### src/rtl/picmicro_pkg.sv
// Shared types and constants for the midrange PIC core.
// The ISR entry sequencer imports these.
package picmicro_pkg;

   localparam int          PIC_PC_WIDTH   = 13;
   localparam logic [12:0] PIC_ISR_VECTOR = 13'h0004;

   typedef enum logic [1:0] {
      ISR_IDLE = 2'd0,
      ISR_NOP1 = 2'd1,
      ISR_NOP2 = 2'd2
   } isr_state_t;

endpackage

### src/rtl/picmicro_interrupt_sequencer.sv
// Decides when an interrupt is taken and drives the ISR entry sequence.
// The sequence is two forced NOP slots, a return-PC push, a vector load and a GIE clear.
module picmicro_interrupt_sequencer
   import picmicro_pkg::*;
#(
   parameter int                   PC_WIDTH   = PIC_PC_WIDTH,
   parameter logic [PC_WIDTH-1:0]  ISR_VECTOR = PC_WIDTH'(PIC_ISR_VECTOR)
)(
   input  logic                clk,
   input  logic                rst_n,
   input  logic                q_end,
   input  logic                next_is_flush,
   input  logic                instr_retfie,
   input  logic                intcon_gie,
   input  logic                intcon_t0ie,
   input  logic                intcon_t0if,
   input  logic                intcon_inte,
   input  logic                intcon_intf,
   input  logic                intcon_rbie,
   input  logic                intcon_rbif,
   input  logic                intcon_peie,
   input  logic                periph_pending,
   output logic                interrupt_flag,
   output logic                isr_force_nop,
   output logic                pc_j_to_isr,
   output logic                pc_push_en,
   output logic [PC_WIDTH-1:0] pc_isr_vector,
   output logic                intcon_gie_clr_en,
   output logic                intcon_gie_set_en,
   output logic                isr_entry_busy
);

   isr_state_t state_q, state_d;
   logic       interrupt_flag_q;
   logic       pending;

   assign pending = (intcon_t0ie & intcon_t0if) |
                    (intcon_inte & intcon_intf) |
                    (intcon_rbie & intcon_rbif) |
                    (intcon_peie & periph_pending);

   always_ff @(posedge clk) begin
      if (!rst_n) begin
         interrupt_flag_q <= 1'b0;
         state_q          <= ISR_IDLE;
      end else begin
         interrupt_flag_q <= intcon_gie & pending;
         state_q          <= state_d;
      end
   end

   // A flush slot after a branch is never converted; recognition retries at its q_end.
   always_comb begin
      state_d = state_q;
      if (q_end) begin
         case (state_q)
            ISR_IDLE: if (interrupt_flag_q && !next_is_flush) state_d = ISR_NOP1;
            ISR_NOP1: state_d = ISR_NOP2;
            ISR_NOP2: state_d = ISR_IDLE;
            default:  state_d = ISR_IDLE;
         endcase
      end
   end

   assign interrupt_flag    = interrupt_flag_q;
   assign isr_entry_busy    = (state_q != ISR_IDLE);
   assign isr_force_nop     = (state_q == ISR_NOP1) || (state_q == ISR_NOP2);
   assign pc_j_to_isr       = (state_q == ISR_NOP1);
   assign pc_push_en        = (state_q == ISR_NOP1) && q_end;
   assign intcon_gie_clr_en = (state_q == ISR_NOP1) && q_end;
   assign intcon_gie_set_en = rst_n && instr_retfie && q_end;
   assign pc_isr_vector     = ISR_VECTOR;

endmodule
### config.mk
export PLATFORM = sky130hd
export DESIGN_NAME = picmicro_interrupt_sequencer
export DESIGN_NICKNAME = d
export VERILOG_FILES = /design/src/rtl/picmicro_pkg.sv /design/src/rtl/picmicro_interrupt_sequencer.sv
export SDC_FILE = /design/constraint.sdc
export NUM_CORES = 1
export LEC_CHECK = 0
export CAP_MARGIN = 20
export CELL_PAD_IN_SITES_DETAIL_PLACEMENT = 1
export CELL_PAD_IN_SITES_GLOBAL_PLACEMENT = 2
export CORE_MARGIN = 5
export CORE_UTILIZATION = 12
export DETAILED_ROUTE_END_ITERATION = 12
export PLACE_DENSITY_LB_ADDON = 0.1
export SETUP_SLACK_MARGIN = 0.4
export SYNTH_ARGS = -nofsm -noshare
export SYNTH_HDL_FRONTEND = slang
export SYNTH_SLANG_ARGS = --single-unit
### constraint.sdc
create_clock -name clk -period 1.4 [get_ports clk]
set_input_delay 0.42 -clock clk [delete_from_list [all_inputs] [get_ports clk]]
set_output_delay 0.42 -clock clk [all_outputs]
set_load 0.05 [all_outputs]
==> summary.txt, run 1 <==
Placement
  • Routability cong.: 0.5723
  • Dpl cells: just under 90
  • Placed cell area: 609.3 µm²
  • # port buffers: 20
  • Post-DP HPWL: approximately 800 µm

STA
  • Final Critical Period: approximately 1500 ps
  • PnR worst setup slack: -87.98 ps
  • Unrepaired setup endpoints after global routing: yes
  • Tcrit/Tclk final: 1.063
  • Final setup violation count: 5
  • Clk_skew: approximately 2.8 ps
  • Hold Vio Cnt, Final: 0
  • Fmax: approximately 670 MHz
  • Fin. max-slew vios: 0

GRT
  • GRT overflow: 0
  • Largest net degree at the start of global routing: 6
  • Number of global-route vias before repair: 340
  • First-pass GRT wire length: 1373 µm
  • GRT Resource Usage Total: 0.05305
  • Antenna violations before repair: 0

Status
  • Failing checks: setup timing
  • Outcome: finished with violations

CTS
  • Clock transition at path regs: 40 ps
  • Clock root buffer: clkbuf_4
  • Clk sinks: 3
  • Inserted Clock Buffers: 3
  • Max Root-Sink Buffers: 2
  • Worst skew pair latency: between 200 and 250 ps
  • H-Tree Depth: 1
  • Hold buffers post-CTS: 0
  • CTS tree: done

Detailed routing
  • TritonRoute pass-1 iters: 1
  • Met2 WL: around 490 µm
  • Wirelength, routed: just under 900 µm
  • Max layer used: met4
  • DRT antenna net count: 0
  • Met3 wire length: 106 µm
  • Routed vias: just under 300
  • Via/cell ratio: between 3 and 4
  • Wirelength per Cell: around 9.2 µm
  • 1st-iter DRT viols: 0
  • M1 WL: between 200 and 300 µm
  • DRC viols: 0

Critical path
  • WS Path Type: register to output pin
  • Crit-path max FO: 3
  • WP buf/inv: 2
  • Critical path depth in cells: 4
  • Critical path endpoint: pc_push_en
  • Setup crit end kind: output pin
  • Worst Setup Start Kind: register
  • Crit Reg-Reg Startpoint: state_q[0]$_SDFFE_PN0P_
  • Kind of cell adding the most delay to the critical path: flip-flops
  • Worst Reg-to-Reg Cells: 5
  • WP data required: just under 1000 ps
  • Slowest stage cell, crit path: dfxtp_2
  • Critical Path, Cell by Cell: inv_4 -> ha_4 -> and2_4 -> buf_12
  • Arr. time, crit path: 1070 ps
  • Highest cell delay on the worst timing path: 340 ps
  • Reg2reg setup slack: 300 ps
  • Worst Setup SP: state_q[1]$_SDFFE_PN0P_
  • R2r endpoint: state_q[1]$_SDFFE_PN0P_

Hold path
  • HP Class: register to register

Cells and area
  • Commonest cells after routing, fill and taps aside: 13 x conb_1, 9 x clkdlybuf4s50_1, 7 x buf_12
  • Reg area: just under 70 µm²
  • Nets: 84
  • Multi-input gate area: about 220 µm²
  • Layout area overhead: 114.2%
  • Layout cell share with drive strength beyond 1: 0.4697
  • Fillcell total: 295
  • Post-route design area: 696.9 µm²
  • Final core occ: 0.2738
  • Finished Layout Cells: 96
  • Commonest non-fill, non-tap cell in the layout: conb_1
  • Diodes inserted: 0

Synthesis
  • Avg Cell Area, Syn: around 8.3 µm²
  • Yosys top cell by area: buf_4
  • Seq/Total Area, Yosys: 0.1846
  • Synth top area cells: buf_4 32%, dfxtp_1 18%, ha_1 12%
  • Syn. warnings: 0
  • Syn Inst Count: 39
  • Synth Register Bits: 3
  • Unique cell type count in the Yosys netlist: 13
  • Post-Syn Area: roughly 330 µm²
  • Share of the synthesized area in the top cell type: 0.3231

Floorplan
  • Placement Rows: 18
  • Initial core utilization: 0.1278
  • Die area: ~3900 µm²
  • I/O Pins: 34
  • Area of the core: 2545 µm²
  • Die height: between 60 and 70 µm
  • DIE WIDTH: around 62 µm

Power and ir drop
  • Total power: between 0.5 and 0.6 mW
  • Switching Share: 0.3981
  • Sequential Power Share: 0.184
  • Combinational Power Share: 0.524
  • Leakage power: approximately 0.3 nW
  • PwrDens: 737.9 nW/µm²
  • Worst vdd ir: around 0.23 mV
  • Clock share of power: 0.291
  • Int Power: 0.3096 mW
  • Net Sw Power: around 0.20 mW

Run
  • Max Cap Violations: 0
-- power by group through the flow --
stage	combinational (mW)	clock, mW	sequential, mW
after floorplan	0.180	0	0.102
after global placement	0.254	0	0.0974
after detailed placement	0.253	0	0.0974
after CTS	0.265	0.157	0.0951
after global routing	0.283	0.172	0.0958
final	0.270	0.150	0.0949
-- routing by layer --
| metal | vias up | track usage |
|---|---|---|
| li1 | 148 | - |
| met1 | 132 | 0.05031 |
| met2 | 16 | 0.08876 |
| met3 | 2 | 0.02066 |
| met4 | 0 | 0.04545 |
| met5 | - | 0 |
-- Yosys cell counts, drive strengths merged --
| master | count |
|---|---|
| ha | 3 |
| a22oi | 2 |
| a21oi | 1 |
| dfxtp | 3 |
| nand2b | 1 |
| conb | 2 |
| nand2 | 5 |
| a21boi | 1 |
| and3 | 1 |
| mux2i | 2 |
| and2 | 1 |
| buf | 14 |
| inv | 3 |
-- layout make-up --
class	instances	share of cell area
repair buffers	26	0.4614
clock buffers	4	0.03770
multi-input cells	30	0.3196
well taps	30	0.05386
inverters	3	0.02873
flip-flops and latches	3	0.09874
-- stage by stage --
stage / hold slack (ps) / setup TNS, ps / setup WS [ps]
after global routing: 519.0 / -600.3 / -133.3
after global placement: 470.9 / -817.7 / -275.6
after detailed placement: 480.7 / -829.3 / -279.7
final: 480.7 / -360.6 / -87.98
after CTS: 487.3 / -461.1 / -122.0
after floorplan: 446.9 / -77.82 / -77.82
-- worst min-delay path by stage --
stage	depth (start not counted)	start	endpoint	slack, ps
finish	2	state_q[1]$_SDFFE_PN0P_	state_q[1]$_SDFFE_PN0P_	480
global route	2	state_q[1]$_SDFFE_PN0P_	state_q[1]$_SDFFE_PN0P_	520
CTS	2	state_q[1]$_SDFFE_PN0P_	state_q[1]$_SDFFE_PN0P_	490
detailed placement	2	state_q[1]$_SDFFE_PN0P_	state_q[1]$_SDFFE_PN0P_	480
global placement	2	state_q[1]$_SDFFE_PN0P_	state_q[1]$_SDFFE_PN0P_	470
floorplan	2	state_q[1]$_SDFFE_PN0P_	state_q[1]$_SDFFE_PN0P_	450
-- worst reg2reg max path: stages, from the launching register on --
cell and delay [ps]:
dfxtp_4 370, inv_4 40, ha_4 160, buf_6 110
a21boi_4 150, mux2i_1 190
-- cells by family after synthesis --
family,share of synthesized area
other,0.02309
multiplexers,0.06154
AND/OR/NAND/NOR,0.1385
buffers and inverters,0.3577
AO/OA/AOI/OAI,0.1192
flip-flops,0.1846
adder cells (fa/ha/maj),0.1154
-- flip-flops by register name, indices dropped and copies added, names as in the netlist --
name,cells
interrupt_flag,1
state_q,2
-- timing repair --
item	4_1_cts	5_1_grt
endpoints found under the setup margin	10	9
pin swaps	3	3
buffers inserted	3	1
hold endpoints to repair	0	0
resized for setup	22	2
Power figures use the tool's default switching activity.
==> run 2: changes to the inputs <==
--- a/config.mk
+++ b/config.mk
@@ -9,10 +9,11 @@
 export CELL_PAD_IN_SITES_DETAIL_PLACEMENT = 1
 export CELL_PAD_IN_SITES_GLOBAL_PLACEMENT = 2
 export CORE_MARGIN = 5
-export CORE_UTILIZATION = 12
+export CORE_UTILIZATION = 25
 export DETAILED_ROUTE_END_ITERATION = 12
+export DONT_BUFFER_PORTS = 1
 export PLACE_DENSITY_LB_ADDON = 0.1
-export SETUP_SLACK_MARGIN = 0.4
+export SETUP_SLACK_MARGIN = 0.1
 export SYNTH_ARGS = -nofsm -noshare
 export SYNTH_HDL_FRONTEND = slang
 export SYNTH_SLANG_ARGS = --single-unit
==> run 2 against run 1 <==
  * The run still ends with setup timing left
  * Wire length fell by 10%
  * Final cell count fell by 31%
  * Combinational power fell by 23%
  * Cell area fell by 29%
  * Sequential share of layout area rose by 3.4 points
  * Utilization rose by 11 points
  * Setup slack got worse by 4.4 ps
  * Highest routed layer is now met3
==> summary.txt, run 2 (same netlist as run 1, synthesis figures left out) <==
Status
  • Outcome: finished with violations
  • Failing checks: setup timing

STA
  • Hold Vio Cnt, Final: 0 (unchanged)
  • Final Critical Period: 1492 ps (+4.367 ps)
  • Clk_skew: 0.4693 ps (-2.360 ps)
  • Fin. max-slew vios: 0 (unchanged)
  • Final setup violation count: 5 (unchanged)
  • Worst hold-check slack: 315.9 ps (-164.8 ps)
  • Tcrit/Tclk final: 1.066 (+0.003119)
  • Fin Setup TNS: -341.6 ps (+18.96 ps)
  • Fmax: 670.1 MHz (-0.29%)
  • PnR worst setup slack: -92.35 ps (-4.367 ps)
  • Unrepaired setup endpoints after global routing: yes

Detailed routing
  • Wirelength, routed: 794 µm (-10%)
  • DRT antenna net count: 0 (unchanged)
  • Wirelength per Cell: 12.03 µm (+30%)
  • Via/cell ratio: 3.864 (+24%)
  • 1st-iter DRT viols: 5 (+5)
  • TritonRoute pass-1 iters: 2 (+1)
  • Routed vias: 255 (-14%)
  • DRC viols: 0 (unchanged)

Cells and area
  • Layout cell share with drive strength beyond 1: 0.4706 (+0.0008913)
  • Nets: 69 (-18%)
  • Layout area overhead: 51.15%
  • Commonest non-fill, non-tap cell in the layout: conb_1
  • Finished Layout Cells: 66 (-31%)
  • Commonest cells after routing, fill and taps aside: 13 x conb_1, 5 x nand2_1, 5 x buf_4
  • Biggest register: state_q
  • Post-route design area: 491.7 µm² (-29%)
  • Largest register FFs: 2 (unchanged)
  • Diodes inserted: 0 (unchanged)

Floorplan
  • Initial core utilization: 0.2564 (+0.1286)
  • Area of the core: 1269 µm² (-50%)
  • Die height: 46.07 µm (-26%)
  • DIE WIDTH: 46.07 µm (-26%)
  • Placement Rows: 13 (-5)
  • I/O Pins: 34 (unchanged)
  • Die area: 2122 µm² (-45%)

Critical path
  • Crit-path max FO: 3 (unchanged)
  • WP data required: 980 ps (about the same)
  • WS Path Type: register to output pin
  • Slowest stage cell, crit path: dfxtp_2
  • Kind of cell adding the most delay to the critical path: flip-flops
  • Worst Setup Start Kind: register
  • Arr. time, crit path: 1070 ps (about the same)
  • Setup crit end kind: output pin
  • WP buf/inv: 2 (unchanged)
  • Critical Path, Cell by Cell: inv_4 -> ha_4 -> and2_4 -> buf_12
  • Highest cell delay on the worst timing path: 340 ps (about the same)

Power and ir drop
  • Combinational Power Share: 0.460 (-0.064)
  • Net Sw Power: 0.1948 mW (-4.9%)
  • Sequential Power Share: 0.209 (+0.025)
  • PwrDens: 925.3 nW/µm² (+25%)
  • Switching Share: 0.4281 (+0.02999)
  • Leakage power: 0.2222 nW (-26%)
  • Clock share of power: 0.330 (+0.039)
  • Int Power: 0.2602 mW (-16%)
  • Worst vdd ir: 0.3969 mV (+69%)

Placement
  • Post-DP HPWL: 703.3 µm (-12%)
  • Dpl cells: 58 (-34%)
  • # port buffers: 0 (-100%)
  • Placed cell area: 401.6 µm² (-34%)
  • Routability cong.: 0.6308 (+10%)

GRT
  • GRT Resource Usage Total: 0.07595 (+0.02290)
  • Largest net degree at the start of global routing: 7 (+1)
  • Number of global-route vias before repair: 270 (-21%)
  • First-pass GRT wire length: 1124 µm (-18%)
  • Antenna violations before repair: 0 (unchanged)
  • GRT overflow: 0 (unchanged)

CTS
  • Clk sinks: 3 (unchanged)
  • Clock transition at path regs: 40 ps (about the same)
  • Max Root-Sink Buffers: 2 (unchanged)
  • H-Tree Depth: 1 (unchanged)
  • Clock root buffer: clkbuf_4
  • Inserted Clock Buffers: 3 (unchanged)
  • CTS tree: done
  • Worst skew pair latency: 230 ps (about the same)

Hold path
  • HP Class: primary input to register

Run
  • Max Cap Violations: 0 (unchanged)
## run 2: cell types whose count changed in the layout (fill, tap and decap cells not counted)
cell	previous run	this run
and3_1	0	1
and3_4	1	0
buf_12	7	4
buf_6	4	1
buf_8	0	1
clkdlybuf4s50_1	9	0
dfxtp_1	0	1
dfxtp_4	2	1
dlygate4sd2_1	1	0
## run 2: final timing paths
path | startpoint | end | slack [ps] | cells past startpoint
max | state_q[1]$_SDFFE_PN0P_ | intcon_gie_clr_en | -90 | 4
min | rst_n | interrupt_flag$_SDFF_PN0_ | 320 | 2
max reg2reg | state_q[0]$_SDFFE_PN0P_ | state_q[0]$_SDFFE_PN0P_ | 140 | 6
min reg2reg | state_q[1]$_SDFFE_PN0P_ | state_q[1]$_SDFFE_PN0P_ | 480 | 2
## run 2: power by group through the flow
stage | combinational, mW | sequential (mW) | clock (mW)
after floorplan | 0.179 | 0.101 | 0
after global placement | 0.187 | 0.0953 | 0
after detailed placement | 0.189 | 0.0959 | 0
after CTS | 0.194 | 0.0955 | 0.156
after global routing | 0.220 | 0.0962 | 0.171
final | 0.209 | 0.0953 | 0.150
## run 2: per-layer routing
| metal | global-route usage | vias to the layer above | share of wire | routed length, µm |
|---|---|---|---|---|
| met5 | 0 | - | 0 | 0 |
| met4 | 0.05114 | 0 | 0 | 0 |
| met3 | 0.03125 | 0 | 0.086 | 68 |
| met2 | 0.1511 | 11 | 0.67 | 533 |
| met1 | 0.05543 | 126 | 0.24 | 192 |
| li1 | - | 118 | - | - |
## run 2: final cells by class
type | count | area, µm²
inverters | 3 | 20.02
multi-input cells | 30 | 217.7
fillers | 153 | 777.0
flip-flops and latches | 3 | 65.06
well taps | 15 | 18.77
repair buffers | 11 | 143.9
clock buffers | 4 | 26.28
## run 2: metrics by stage
stage	utilization	power, mW	setup WS (ps)
6_report	0.3876	0.4550	-92.35
3_5_place_dp	0.3166	0.2846	11.17
5_1_grt	0.3876	0.4864	-129.1
2_1_floorplan	-	0.2800	-77.82
4_1_cts	0.3550	0.4459	-98.67
3_3_place_gp	0.3166	0.2821	61.95
## run 2: timing repair
| action | 4_1_cts | 5_1_grt |
|---|---|---|
| endpoints found under the hold margin | 0 | 0 |
| setup endpoints to repair | 6 | 5 |
| setup buffers | 0 | 4 |
| cloned | 0 | 0 |
| gates resized for setup | 8 | 3 |
| hold buffers | 0 | 0 |
| pin swaps | 2 | 1 |
==> run 3: changes to the inputs <==
--- a/config.mk
+++ b/config.mk
@@ -13,7 +13,8 @@
 export DETAILED_ROUTE_END_ITERATION = 12
 export DONT_BUFFER_PORTS = 1
 export PLACE_DENSITY_LB_ADDON = 0.1
-export SETUP_SLACK_MARGIN = 0.1
+export SETUP_SLACK_MARGIN = 0.5
+export SKIP_LAST_GASP = 1
 export SYNTH_ARGS = -nofsm -noshare
 export SYNTH_HDL_FRONTEND = slang
 export SYNTH_SLANG_ARGS = --single-unit
==> constraint.sdc (replaced) <==
create_clock -name clk -period 1.53 [get_ports clk]
set_input_delay 0.459 -clock clk [delete_from_list [all_inputs] [get_ports clk]]
set_output_delay 0.459 -clock clk [all_outputs]
set_load 0.05 [all_outputs]
==> run 3 against run 2 <==
  * The run still ends with setup timing left
  * Sequential cell count unchanged
  * Non-clock buffer count shrank 5
  * Clock power barely moved
  * Final cell count fell by 7.6%
  * Combinational power shrank 23%
  * Wire length grew 3.0%
  * Die area is the same
  * Sequential power shrank 3.0%
  * Highest routed layer is now met4
==> summary.txt, run 3 (same netlist as run 1, synthesis figures left out) <==
GRT
  • Antenna violations before repair: 0 (unchanged)
  • Largest net degree at the start of global routing: 7 (unchanged)
  • Number of global-route vias before repair: 232 (-14%)
  • GRT Resource Usage Total: 0.07838 (+0.002435)
  • GRT overflow: 0 (unchanged)
  • First-pass GRT wire length: 1076 µm (-4.3%)

CTS
  • Clock root buffer: clkbuf_4
  • Worst skew pair latency: 240 ps (about the same)
  • Clk sinks: 3 (unchanged)
  • Max Root-Sink Buffers: 2 (unchanged)
  • Clock transition at path regs: 40 ps (about the same)
  • CTS tree: done
  • Inserted Clock Buffers: 3 (unchanged)
  • H-Tree Depth: 1 (unchanged)

Critical path
  • Reg2reg setup slack: 480 ps (+340 ps)
  • Critical Path, Cell by Cell: inv_4 -> ha_4 -> and2_4
  • Slowest stage cell, crit path: dfxtp_2
  • Worst Setup Start Kind: register
  • Highest cell delay on the worst timing path: 330 ps (about the same)
  • Crit-path max FO: 3 (unchanged)
  • WS Path Type: register to output pin
  • Setup crit end kind: output pin
  • WP data required: 1070 ps (+90 ps)
  • Arr. time, crit path: 1100 ps (+30 ps)

Cells and area
  • Biggest register: state_q
  • Layout area overhead: 31.15%
  • Largest register FFs: 2 (unchanged)
  • Nets: 64 (-7.2%)
  • Post-route design area: 426.7 µm² (-13%)
  • Fillcell total: 159 (+3.9%)
  • Finished Layout Cells: 61 (-7.6%)
  • Layout cell share with drive strength beyond 1: 0.4783 (+0.007673)
  • Final core occ: 0.3363 (-0.05128)
  • Commonest cells after routing, fill and taps aside: 13 x conb_1, 5 x nand2_1, 5 x buf_4
  • Diodes inserted: 0 (unchanged)
  • Commonest non-fill, non-tap cell in the layout: conb_1

STA
  • Fmax: between 600 and 700 MHz
  • Worst hold-check slack: 332.0 ps (+16.17 ps)
  • Final Critical Period: 1564 ps
  • Fin Setup TNS: -66.29 ps (+275.3 ps)
  • Unrepaired setup endpoints after global routing: yes
  • Final setup violation count: 2 (-3)
  • Clk_skew: 4.941 ps (+4.472 ps)
  • Hold Vio Cnt, Final: 0 (unchanged)
  • Tcrit/Tclk final: 1.022
  • Fin. max-slew vios: 0 (unchanged)
  • PnR worst setup slack: -33.60 ps (+58.75 ps)

Power and ir drop
  • Switching Share: 0.4566 (+0.02852)
  • Int Power: 0.2174 mW (-16%)
  • Total power: 0.4000 mW (-12%)
  • Worst vdd ir: 0.2626 mV (-34%)
  • Combinational Power Share: 0.402 (-0.058)
  • PwrDens: 937.6 nW/µm² (+1.3%)
  • Sequential Power Share: 0.231 (+0.022)
  • Net Sw Power: 0.1827 mW (-6.2%)
  • Clock share of power: 0.367 (+0.037)
  • Leakage power: 0.1849 nW (-17%)

Detailed routing
  • Via/cell ratio: 3.918 (+1.4%)
  • Routed vias: 239 (-6.3%)
  • Wirelength, routed: 818 µm (+3.0%)
  • DRT antenna net count: 0 (unchanged)
  • DRC viols: 0 (unchanged)
  • 1st-iter DRT viols: 1 (-4)
  • TritonRoute pass-1 iters: 2 (unchanged)
  • Wirelength per Cell: 13.41 µm (+11%)

Run
  • Max Cap Violations: 0 (unchanged)

Status
  • Failing checks: setup timing
  • Outcome: finished with violations

Floorplan
  • I/O Pins: 34 (unchanged)
  • Die area: 2122 µm² (unchanged)
  • Placement Rows: 13 (unchanged)
  • Initial core utilization: 0.2564 (unchanged)
  • Die height: 46.07 µm (unchanged)
  • Area of the core: 1269 µm² (unchanged)
  • DIE WIDTH: 46.07 µm (unchanged)

Placement
  • Dpl cells: 53 (-8.6%)
  • Post-DP HPWL: 616.1 µm (-12%)
  • Place WS: 96.68 ps (+85.51 ps)
  • Routability cong.: 0.7315 (+16%)
  • # port buffers: 0 (unchanged)
  • Placed cell area: 332.8 µm² (-17%)

Hold path
  • HP Class: primary input to register
run 3: changes by cell type in the layout (fill, tap and decap cells not counted):
cell     before  now
ha_1          1    0
dfxtp_1       1    0
dfxtp_4       1    2
ha_4          2    3
buf_6         1    0
and3_4        0    1
and3_1        1    0
buf_12        4    1
buf_8         1    0
run 3: worst paths after layout:
check                               start                   endpoint  cells after the start
hold reg to reg   state_q[0]$_SDFFE_PN0P_    state_q[0]$_SDFFE_PN0P_                      2
setup / recovery  state_q[1]$_SDFFE_PN0P_          intcon_gie_clr_en                      3
hold / removal                      rst_n  interrupt_flag$_SDFF_PN0_                      2
setup reg to reg  state_q[1]$_SDFFE_PN0P_    state_q[0]$_SDFFE_PN0P_                      6
run 3: power groups by stage:
stage | Clock, mW | Combinational [mW] | Sequential [mW]
6_report | 0.147 | 0.161 | 0.0924
5_1_grt | 0.158 | 0.168 | 0.0931
4_1_cts | 0.150 | 0.155 | 0.0917
3_5_place_dp | 0 | 0.149 | 0.0937
3_3_place_gp | 0 | 0.148 | 0.0933
2_1_floorplan | 0 | 0.165 | 0.0929
run 3: cell type report:
type                       count  area (µm²)  area share
multi-input combinational     30       235.2      0.5513
sequential                     3       68.82      0.1613
timing repair buffer           6       57.56      0.1349
clock buffer                   4       26.28     0.06158
inverter                       3       20.02     0.04692
tap                           15       18.77     0.04399
run 3: critical path: cells and delay by family, from the launching register on:
family	cells	cell delay, ps
simple gates	1	330
flops	1	330
fa+ha+maj	1	130
buf+inv	1	80
run 3: metal layers:
metal,global-route usage,part of all wire,up-vias
met5,0,0,-
met4,0.1193,0.038,0
met3,0.01953,0.10,4
met2,0.1346,0.63,15
met1,0.05556,0.23,110
li1,-,-,110
run 3: repair_timing:
item,CTS,global route
setup buffers,1,3
gates resized for setup,8,3
pin swaps,3,2
hold buffers,0,0
setup endpoints to repair,9,9
